**src/rtl/fetch_unit_pkg.sv**
```systemverilog
// fetch_unit_pkg: shared FSM states, NOP encoding and FIFO depth for the fetch unit
package fetch_unit_pkg;
    typedef enum logic [1:0] {IDLE, ISSUE, WAIT_RSP, DROP} state_e;
    localparam logic [31:0] NOP_INSTR = 32'h0000_0013;
    localparam int FIFO_DEPTH = 2;
endpackage

```
**src/rtl/fetch_unit_fifo.sv**
```systemverilog
// fetch_fifo: small in-order FIFO of fetched {pc, instr} pairs with synchronous clear
module fetch_fifo
    import fetch_unit_pkg::*;
#(
    parameter int W = 64
) (
    input  logic         clk,
    input  logic         rst_n,
    input  logic         push_i,
    input  logic         pop_i,
    input  logic         clear_i,
    input  logic [W-1:0] din_i,
    output logic         full_o,
    output logic         empty_o,
    output logic [W-1:0] head_o
);
    localparam int PW = $clog2(FIFO_DEPTH);
    localparam int CW = $clog2(FIFO_DEPTH + 1);
    logic [W-1:0]  mem_q [FIFO_DEPTH];
    logic [PW-1:0] rd_q, wr_q;
    logic [CW-1:0] cnt_q;
    // storage needs no reset; occupancy tracking decides what is valid
    always_ff @(posedge clk)
        if (push_i) mem_q[wr_q] <= din_i;
    // pointers and occupancy; clear wins over push/pop
    always_ff @(posedge clk or negedge rst_n)
        if (!rst_n) begin
            rd_q  <= '0;
            wr_q  <= '0;
            cnt_q <= '0;
        end else if (clear_i) begin
            rd_q  <= '0;
            wr_q  <= '0;
            cnt_q <= '0;
        end else begin
            if (push_i) wr_q <= wr_q + PW'(1);
            if (pop_i) rd_q <= rd_q + PW'(1);
            cnt_q <= cnt_q + CW'(push_i) - CW'(pop_i);
        end
    assign full_o  = cnt_q == CW'(FIFO_DEPTH);
    assign empty_o = cnt_q == '0;
    assign head_o  = mem_q[rd_q];
endmodule

```
**src/rtl/fetch_unit.sv**
```systemverilog
// fetch_unit: instruction fetch with one outstanding request, 2-entry buffer and redirect; FETCH_PERF_COUNT_EN adds fetch_count
module fetch_unit
    import fetch_unit_pkg::*;
#(
    parameter int ADDRESS_WIDTH = 32,
    parameter int DATA_WIDTH = 32,
    parameter logic [ADDRESS_WIDTH-1:0] RESET_PC = 32'h0000_0000
) (
    input  logic                     clk,
    input  logic                     rst_n,
    input  logic                     stall_f,
    input  logic                     flush_f,
    input  logic [ADDRESS_WIDTH-1:0] pc_target_e,
    output logic                     imem_req_valid,
    input  logic                     imem_req_ready,
    output logic [ADDRESS_WIDTH-1:0] imem_addr,
    input  logic                     imem_rsp_valid,
    input  logic [DATA_WIDTH-1:0]    imem_rsp_data,
    output logic [ADDRESS_WIDTH-1:0] pc_f,
    output logic [ADDRESS_WIDTH-1:0] pc_plus4_f,
    output logic [DATA_WIDTH-1:0]    instr_f,
    output logic                     valid_f
`ifdef FETCH_PERF_COUNT_EN
    ,
    output logic [31:0]              fetch_count
`endif
);
    localparam int AW = ADDRESS_WIDTH;
    localparam int DW = DATA_WIDTH;
    state_e         state_q, state_d;
    logic [AW-1:0]  fpc_q, fpc_d;
    logic           full, empty, pop, push;
    logic [AW+DW-1:0] head;
    logic [AW-1:0]  target;
    assign target = {pc_target_e[AW-1:2], 2'b00};
    assign pop    = !empty && !stall_f && !flush_f;
    // state and fetch PC registers
    always_ff @(posedge clk or negedge rst_n)
        if (!rst_n) begin
            state_q <= IDLE;
            fpc_q   <= RESET_PC;
        end else begin
            state_q <= state_d;
            fpc_q   <= fpc_d;
        end
    // request issue, response capture and redirect sequencing
    always_comb begin
        state_d        = state_q;
        fpc_d          = fpc_q;
        imem_req_valid = 1'b0;
        push           = 1'b0;
        case (state_q)
            IDLE: state_d = ISSUE;
            ISSUE: begin
                imem_req_valid = !full || pop;
                if (imem_req_valid && imem_req_ready) begin
                    fpc_d   = fpc_q + AW'(4);
                    state_d = flush_f ? DROP : WAIT_RSP;
                end
            end
            WAIT_RSP: begin
                push    = imem_rsp_valid && !flush_f;
                state_d = imem_rsp_valid ? ISSUE : flush_f ? DROP : WAIT_RSP;
            end
            DROP: state_d = imem_rsp_valid ? ISSUE : DROP;
            default: state_d = IDLE;
        endcase
        if (flush_f) fpc_d = target;
    end
    // the only outstanding request was made at fpc-4, so the response's pc is derived
    fetch_fifo #(.W(AW + DW)) u_fifo (
        .clk    (clk),
        .rst_n  (rst_n),
        .push_i (push),
        .pop_i  (pop),
        .clear_i(flush_f),
        .din_i  ({fpc_q - AW'(4), imem_rsp_data}),
        .full_o (full),
        .empty_o(empty),
        .head_o (head)
    );
    assign imem_addr  = fpc_q;
    assign valid_f    = !empty;
    assign pc_f       = empty ? fpc_q : head[AW+DW-1:DW];
    assign instr_f    = empty ? DW'(NOP_INSTR) : head[DW-1:0];
    assign pc_plus4_f = pc_f + AW'(4);
`ifdef FETCH_PERF_COUNT_EN
    logic [31:0] fetch_count_q;
    // counts instructions handed to decode
    always_ff @(posedge clk or negedge rst_n)
        if (!rst_n) fetch_count_q <= '0;
        else if (pop) fetch_count_q <= fetch_count_q + 32'd1;
    assign fetch_count = fetch_count_q;
`endif
endmodule

```
**config.mk**
```make
export PLATFORM = sky130hd
export DESIGN_NAME = fetch_unit
export DESIGN_NICKNAME = d
export VERILOG_FILES = /design/src/rtl/fetch_unit_pkg.sv /design/src/rtl/fetch_unit_fifo.sv /design/src/rtl/fetch_unit.sv
export SDC_FILE = /design/constraint.sdc
export NUM_CORES = 1
export LEC_CHECK = 0
export ABC_CLOCK_PERIOD_IN_PS = 11900
export CAP_MARGIN = 20
export CORE_MARGIN = 2
export CORE_UTILIZATION = 40
export DETAILED_ROUTE_END_ITERATION = 10
export DONT_BUFFER_PORTS = 1
export GPL_ROUTABILITY_DRIVEN = 0
export SYNTH_ARGS = -nofsm -noshare
export SYNTH_HDL_FRONTEND = slang
export SYNTH_SLANG_ARGS = --single-unit
```
**constraint.sdc**
```tcl
create_clock -name clk -period 11.9 [get_ports clk]
set_clock_uncertainty 0.2 [all_clocks]
set_input_delay 2.38 -clock clk [delete_from_list [all_inputs] [get_ports clk]]
set_output_delay 2.38 -clock clk [all_outputs]
set_load 0.02 [all_outputs]
```
; Word-level counts from Yosys, hierarchy flattened
; Memories as Yosys holds them, arrays and structs flattened.
; Cells that the tools add are included.
[totals]
memories = 1
out_inout_bits = 130
register_bits = 38
mem_bits_rw = 128
inputBits = 70
wordCells = 53
[classes]
muxes = 19
n_reduce_logical = 16
add_sub_neg = 7
n_eq_ne = 5
[mem_list]
columns = name, words, word_bits, rd, rd_clocked_by_memory_dff, write_ports, line
row1 = u_fifo.mem_q, 2, 64, 1, 0, 1, fetch_unit_fifo.sv:19  ; logic [W-1:0] mem_q [FIFO_DEPTH];
[op_table]
columns = cell, count
row1 = 32-bit 2-to-1 mux, 5
row2 = "32-bit by 3-bit adder with 32-bit output, second input constant", 2
row3 = "32-bit by 3-bit subtractor with 32-bit output, second input constant", 1
row4 = 1-bit 2-to-1 mux, 9
row5 = 2-bit 2-to-1 mux, 4
row6 = 2-bit case mux with 4 select lines, 1
row7 = 2-bit nonzero test, 4
row8 = "2-bit == test, second input constant", 3
row9 = 1-bit logical AND, 4
row10 = 1-bit zero test, 4
row11 = 2-bit zero test, 2
row12 = "1-bit adder, second input constant", 2
row13 = 2-bit by 1-bit adder with 2-bit output, 1
row14 = "2-bit by 1-bit == test with 1-bit output, second input constant", 1
row15 = "2-bit != test, second input constant", 1
row16 = 2-bit AND reduction, 1
row17 = 2-bit by 1-bit subtractor with 2-bit output, 1
row18 = 1-bit logical OR, 1

; Logic depth before layout (Yosys ltp)
[depth]
word_depth = 9
ltp_mapped = 10
depth_no_buf = 8

; Cells and area by module
; A second synthesis with hierarchy kept.
[unflattened]
cells_unflattened = 713
area_unflattened_um2 = 8763.4
[modules_own_cells]
columns = mod, cells_per_inst, area_per_inst_um2, n_inst, seq_area_each_um2
row1 = fetch_fifo, 218, 5037.3, 1, 3943.8
row2 = fetch_unit, 495, 3726.1, 1, 800.8

; Worst setup path before layout
; No wires, ideal clock.
[synth_timing]
path_type = input port to flip-flop
start = input port flush_f
end = memory u_fifo.mem_q[0][0] (enable)
setup_ps = 559
n_path_buf = 2
arrival_time_ps = 7045
path_stages = 3
setup_slack_ps = 4096
t_required_ps = 11141
path_cell_list = clkbuf_1 -> buf_1 -> nor3_1
[synth_between]
elab_chain_cells = 5
[synth_rtl]
columns = item, line
row1 = from (decl), fetch_unit.sv:12  ; input logic flush_f,
row2 = 1-bit zero test, fetch_unit.sv:62  ; push = imem_rsp_valid && !flush_f;
row3 = 1-bit logical AND, fetch_unit.sv:62
row4 = 1-bit 2-to-1 mux, fetch_unit.sv:52  ; case (state_q)
row5 = 1-bit 2-to-1 mux, fetch_unit_fifo.sv:24  ; if (push_i) mem_q[wr_q] <= din_i;
row6 = 1-bit 2-to-1 mux (not written as such), fetch_unit_fifo.sv:24
row7 = to (decl), fetch_unit_fifo.sv:19
; No other way between the ends.

; Final worst setup path
[layout_timing]
start = register u_fifo.cnt_q[0]
end = output port pc_plus4_f[30]
[layout_between]
elab_chain_cells = 3
[layout_rtl]
columns = item, line
row1 = from (decl), fetch_unit_fifo.sv:21  ; logic [CW-1:0] cnt_q;
row2 = from (signal assigned), fetch_unit_fifo.sv:38  ; cnt_q <= cnt_q + CW'(push_i) - CW'(pop_i);
row3 = 2-bit zero test, fetch_unit_fifo.sv:41  ; assign empty_o = cnt_q == '0;
row4 = 32-bit 2-to-1 mux, fetch_unit.sv:84  ; assign pc_f = empty ? fpc_q : head[AW+DW-1:DW];
row5 = named net pc_f[2], fetch_unit.sv:19  ; output logic [ADDRESS_WIDTH-1:0] pc_f,
row6 = 32-bit by 3-bit adder with 32-bit output, fetch_unit.sv:86  ; assign pc_plus4_f = pc_f + AW'(4);
row7 = to (decl), fetch_unit.sv:20  ; output logic [ADDRESS_WIDTH-1:0] pc_plus4_f,
; The timed path passes the listed nets, and every way through them passes these cells.

==> impl_metrics.env <==
export IMPL_die_area_mm2=0.0214
export IMPL_vias=5201
export IMPL_power_frac_comb_pct=13.3
export IMPL_setup_worst_path_end="pc_plus4_f[30]"
export IMPL_cts_tree="built"
export IMPL_synth_async_reset_ratio_pct=22.5
export IMPL_yosysWarnings=0
export IMPL_synth_compound_area_share_pct=4.50
export IMPL_clockBufferDepth=2
export IMPL_io_buffers=0
export IMPL_tns_ns=0
export IMPL_tightest_slew_ns=1.14
export IMPL_rows=52
export IMPL_path_clk_slew_ns=0.06
export IMPL_hp_class="flop to flop"
export IMPL_synth_edf_count=124
export IMPL_synth_top_family_by_area="simple AND/OR/NAND/NOR gates"
export IMPL_final_common_cell="edfxtp_1"
export IMPL_start_util_pct=40.4
export IMPL_placed_cells_incl_taps=933
export IMPL_antenna_found_initial=0
export IMPL_synth_adder_area_share_pct=0.773
export IMPL_drt_wl_total_mm=18.2
export IMPL_die_h_um=146
export IMPL_stdcell_count=966
export IMPL_r2r_slack_ns=8.66
export IMPL_grt_pass1_wl_mm=28.2
export IMPL_grt_busiest_layer="met2"
export IMPL_critPathTopFamily="simple AND/OR/NAND/NOR gates"
export IMPL_antenna_left=0
export IMPL_p_switching_w=0.000415
export IMPL_max_stage_delay_ns=0.69
export IMPL_cp_slowest_cell="a21oi_1"
export IMPL_cp_end_kind="output port"
export IMPL_cts_made_buffers=17
export IMPL_max_slew_margin_rel_pct=24.1
export IMPL_core_area_mm2=0.0200
export IMPL_rr_endpoint="imem_addr[14]"
export IMPL_cp_required_ns=9.32
export IMPL_mostFrequentLayoutCells="124 x edfxtp_1, 63 x mux2i_1, 61 x nand2_1"
export IMPL_cp_max_fo=45
export IMPL_synth_xor_area_share_pct=8.98
export IMPL_p_clk_share_pct=39.5
export IMPL_root_buffer="clkbuf_16"
export IMPL_intPower_w=0.00101
export IMPL_arrival_ns=4.69
export IMPL_path_depth=9
export IMPL_drv_cap=0
export IMPL_status="finished clean"
export IMPL_hold_viol_final=0
export IMPL_met1_usage_pct=21.0
export IMPL_synth_cell_types=50
export IMPL_htree_levels=4
export IMPL_p_sw_share_pct=29.1
export IMPL_drtIter0Drc=258
export IMPL_rr_worst_depth=6
export IMPL_synthMuxAreaShare_pct=8.76
export IMPL_power_density_mw_per_mm2=162
export IMPL_grtUsageMet3_pct=6.06
export IMPL_final_net_count=758
export IMPL_syn_avg_cell_area_um2=11.5
export IMPL_syn_inst=706
export IMPL_grt_max_degree=70
export IMPL_period_share_pct=61.1
export IMPL_antenna_cells=0
export IMPL_final_util_pct=44.1
export IMPL_critPathBufInv=2
export IMPL_avgViaCountPerCell=5.38
export IMPL_layout_min_cycle_time_ns=7.27
export IMPL_startpoint_type="flop"
export IMPL_gr_usage_all_layers_pct=16.9
export IMPL_ys_seq_area_share_pct=57.1
export IMPL_grt_met2_usage_pct=28.0
export IMPL_yosys_area_share_simple_pct=15.0
export IMPL_ir_worst_vdd_uv=98.3
export IMPL_overflow=0
export IMPL_drc_errors=0
export IMPL_clk_latency_ns=0.42
export IMPL_cts_resized=0
export IMPL_die_width_um=146
export IMPL_r2r_start="u_fifo.cnt_q[0]"
export IMPL_io_pins=200
export IMPL_setup_viol=0
export IMPL_fin_ws_ns=4.63
export IMPL_clock_fmax_ghz=0.137
export IMPL_synth_ff_latch_count=160
export IMPL_first_global_vias=5169
export IMPL_final_layout_size_suffix_gt1_share_pct=8.76
export IMPL_firstDrtPassIters=7
export IMPL_drv_slew=0
export IMPL_cts_setup_buffers=0
export IMPL_worstSetupPathType="flop to output port"
export IMPL_path_cells="nor2_4 > buf_4 > inv_2 > a21oi_1 > ha_1 > and3_1 > nand4_1 > nor4_1 > xor2_1"
export IMPL_p_leak_nw=2.97
export IMPL_fill_cells=1904
export IMPL_synth_flop_cell="edfxtp_1"
export IMPL_hpwl_mm=12.6
export IMPL_rsz0062_at_grt="false"
export IMPL_syn_area_mm2=0.00810
export IMPL_areaGrowthSynthToFinish_pct=9.21
export IMPL_cts_sinks=160
export IMPL_cp_startpoint="u_fifo.cnt_q[0]"
export IMPL_place_ws_ns=4.97
export IMPL_holdBufCountCts=0
export IMPL_wl_per_cell_um=18.8
export IMPL_seqPwrFrac_pct=47.3
[power groups by stage]
stage               registers (W)  clock network [W]  logic, W
global placement         0.000686                  0  0.000185
floorplan                0.000661                  0  0.000181
detailed placement       0.000687                  0  0.000190
global route             0.000679           0.000596  0.000206
CTS                      0.000675           0.000575  0.000190
finish                   0.000675           0.000564  0.000189
[worst min-delay path by stage]
stage / startpoint / end / slack [ns] / cells past startpoint
floorplan: state_q[0] / state_q[0] / 0.28 / 2
global placement: state_q[0] / state_q[0] / 0.29 / 2
detailed placement: state_q[0] / state_q[0] / 0.31 / 2
CTS: state_q[0] / state_q[0] / 0.32 / 2
global route: state_q[0] / state_q[0] / 0.35 / 2
finish: state_q[0] / state_q[0] / 0.32 / 2
[state kept, by name (all words and copies together), names as in the netlist]
name and flops:
u_fifo.cnt_q 2, u_fifo.mem_q 124, imem_addr 30, state_q 2
u_fifo.rd_q 1, u_fifo.wr_q 1
[stage by stage]
step | hold slack [ns] | cell area [um^2] | power (W)
CTS | 0.321 | 8830 | 0.00144
global placement | 0.287 | 8220 | 0.000871
floorplan | 0.276 | 8120 | 0.000842
global route | 0.351 | 8840 | 0.00148
finish | 0.316 | 8840 | 0.00143
detailed placement | 0.306 | 8220 | 0.000877
[worst reg2reg max path, cell delays in order, from the launching register on]
cell     delay [ns]
dfrtp_1        0.84
nor2b_1        0.22
a211o_1        0.42
nor4_1         0.93
nand3_1        0.20
xor2_1         0.18
o21ai_0        0.17
[kinds of logic after synthesis]
| logic type | after synthesis |
|---|---|
| compound gates | 66 |
| flops | 160 |
| other cells | 1 |
| simple gates | 239 |
| mux | 70 |
| xor+xnor | 83 |
| buf+inv | 82 |
| fa+ha+maj | 5 |
[routing by layer]
metal	vias to the layer above	wire [um]
met5	-	0
met4	0	265
met3	24	1510
met2	195	8690
met1	2547	7690
li1	2435	-
[synthesized netlist by cell type (6+ instances only)]
master | instances | area, um^2
xor2_1 | 36 | 315
o21ai_0 | 37 | 185
buf_4 | 12 | 90.1
buf_2 | 6 | 30.0
nor2_1 | 57 | 214
and4_1 | 6 | 52.6
nand4_1 | 11 | 68.8
mux2i_1 | 63 | 631
mux2_2 | 7 | 78.8
nor4_1 | 8 | 50.1
clkbuf_1 | 22 | 82.6
inv_1 | 28 | 105
dfrtp_1 | 36 | 901
nand3_1 | 18 | 90.1
nand2_1 | 61 | 229
nor3_1 | 38 | 190
xnor2_1 | 47 | 412
edfxtp_1 | 124 | 3720
a21oi_1 | 19 | 95.1
buf_1 | 9 | 33.8
[final cells by class]
cell class / instances / area, um^2 / area share, %
clock buffers: 19 / 433 / 4.90
clock inverters: 13 / 178 / 2.01
inverters: 29 / 109 / 1.23
multi-input cells: 469 / 3110 / 35.2
flip-flops and latches: 160 / 4630 / 52.3
well taps: 270 / 338 / 3.82
repair buffers: 6 / 45.0 / 0.509
(Power assumes the default switching activity.)
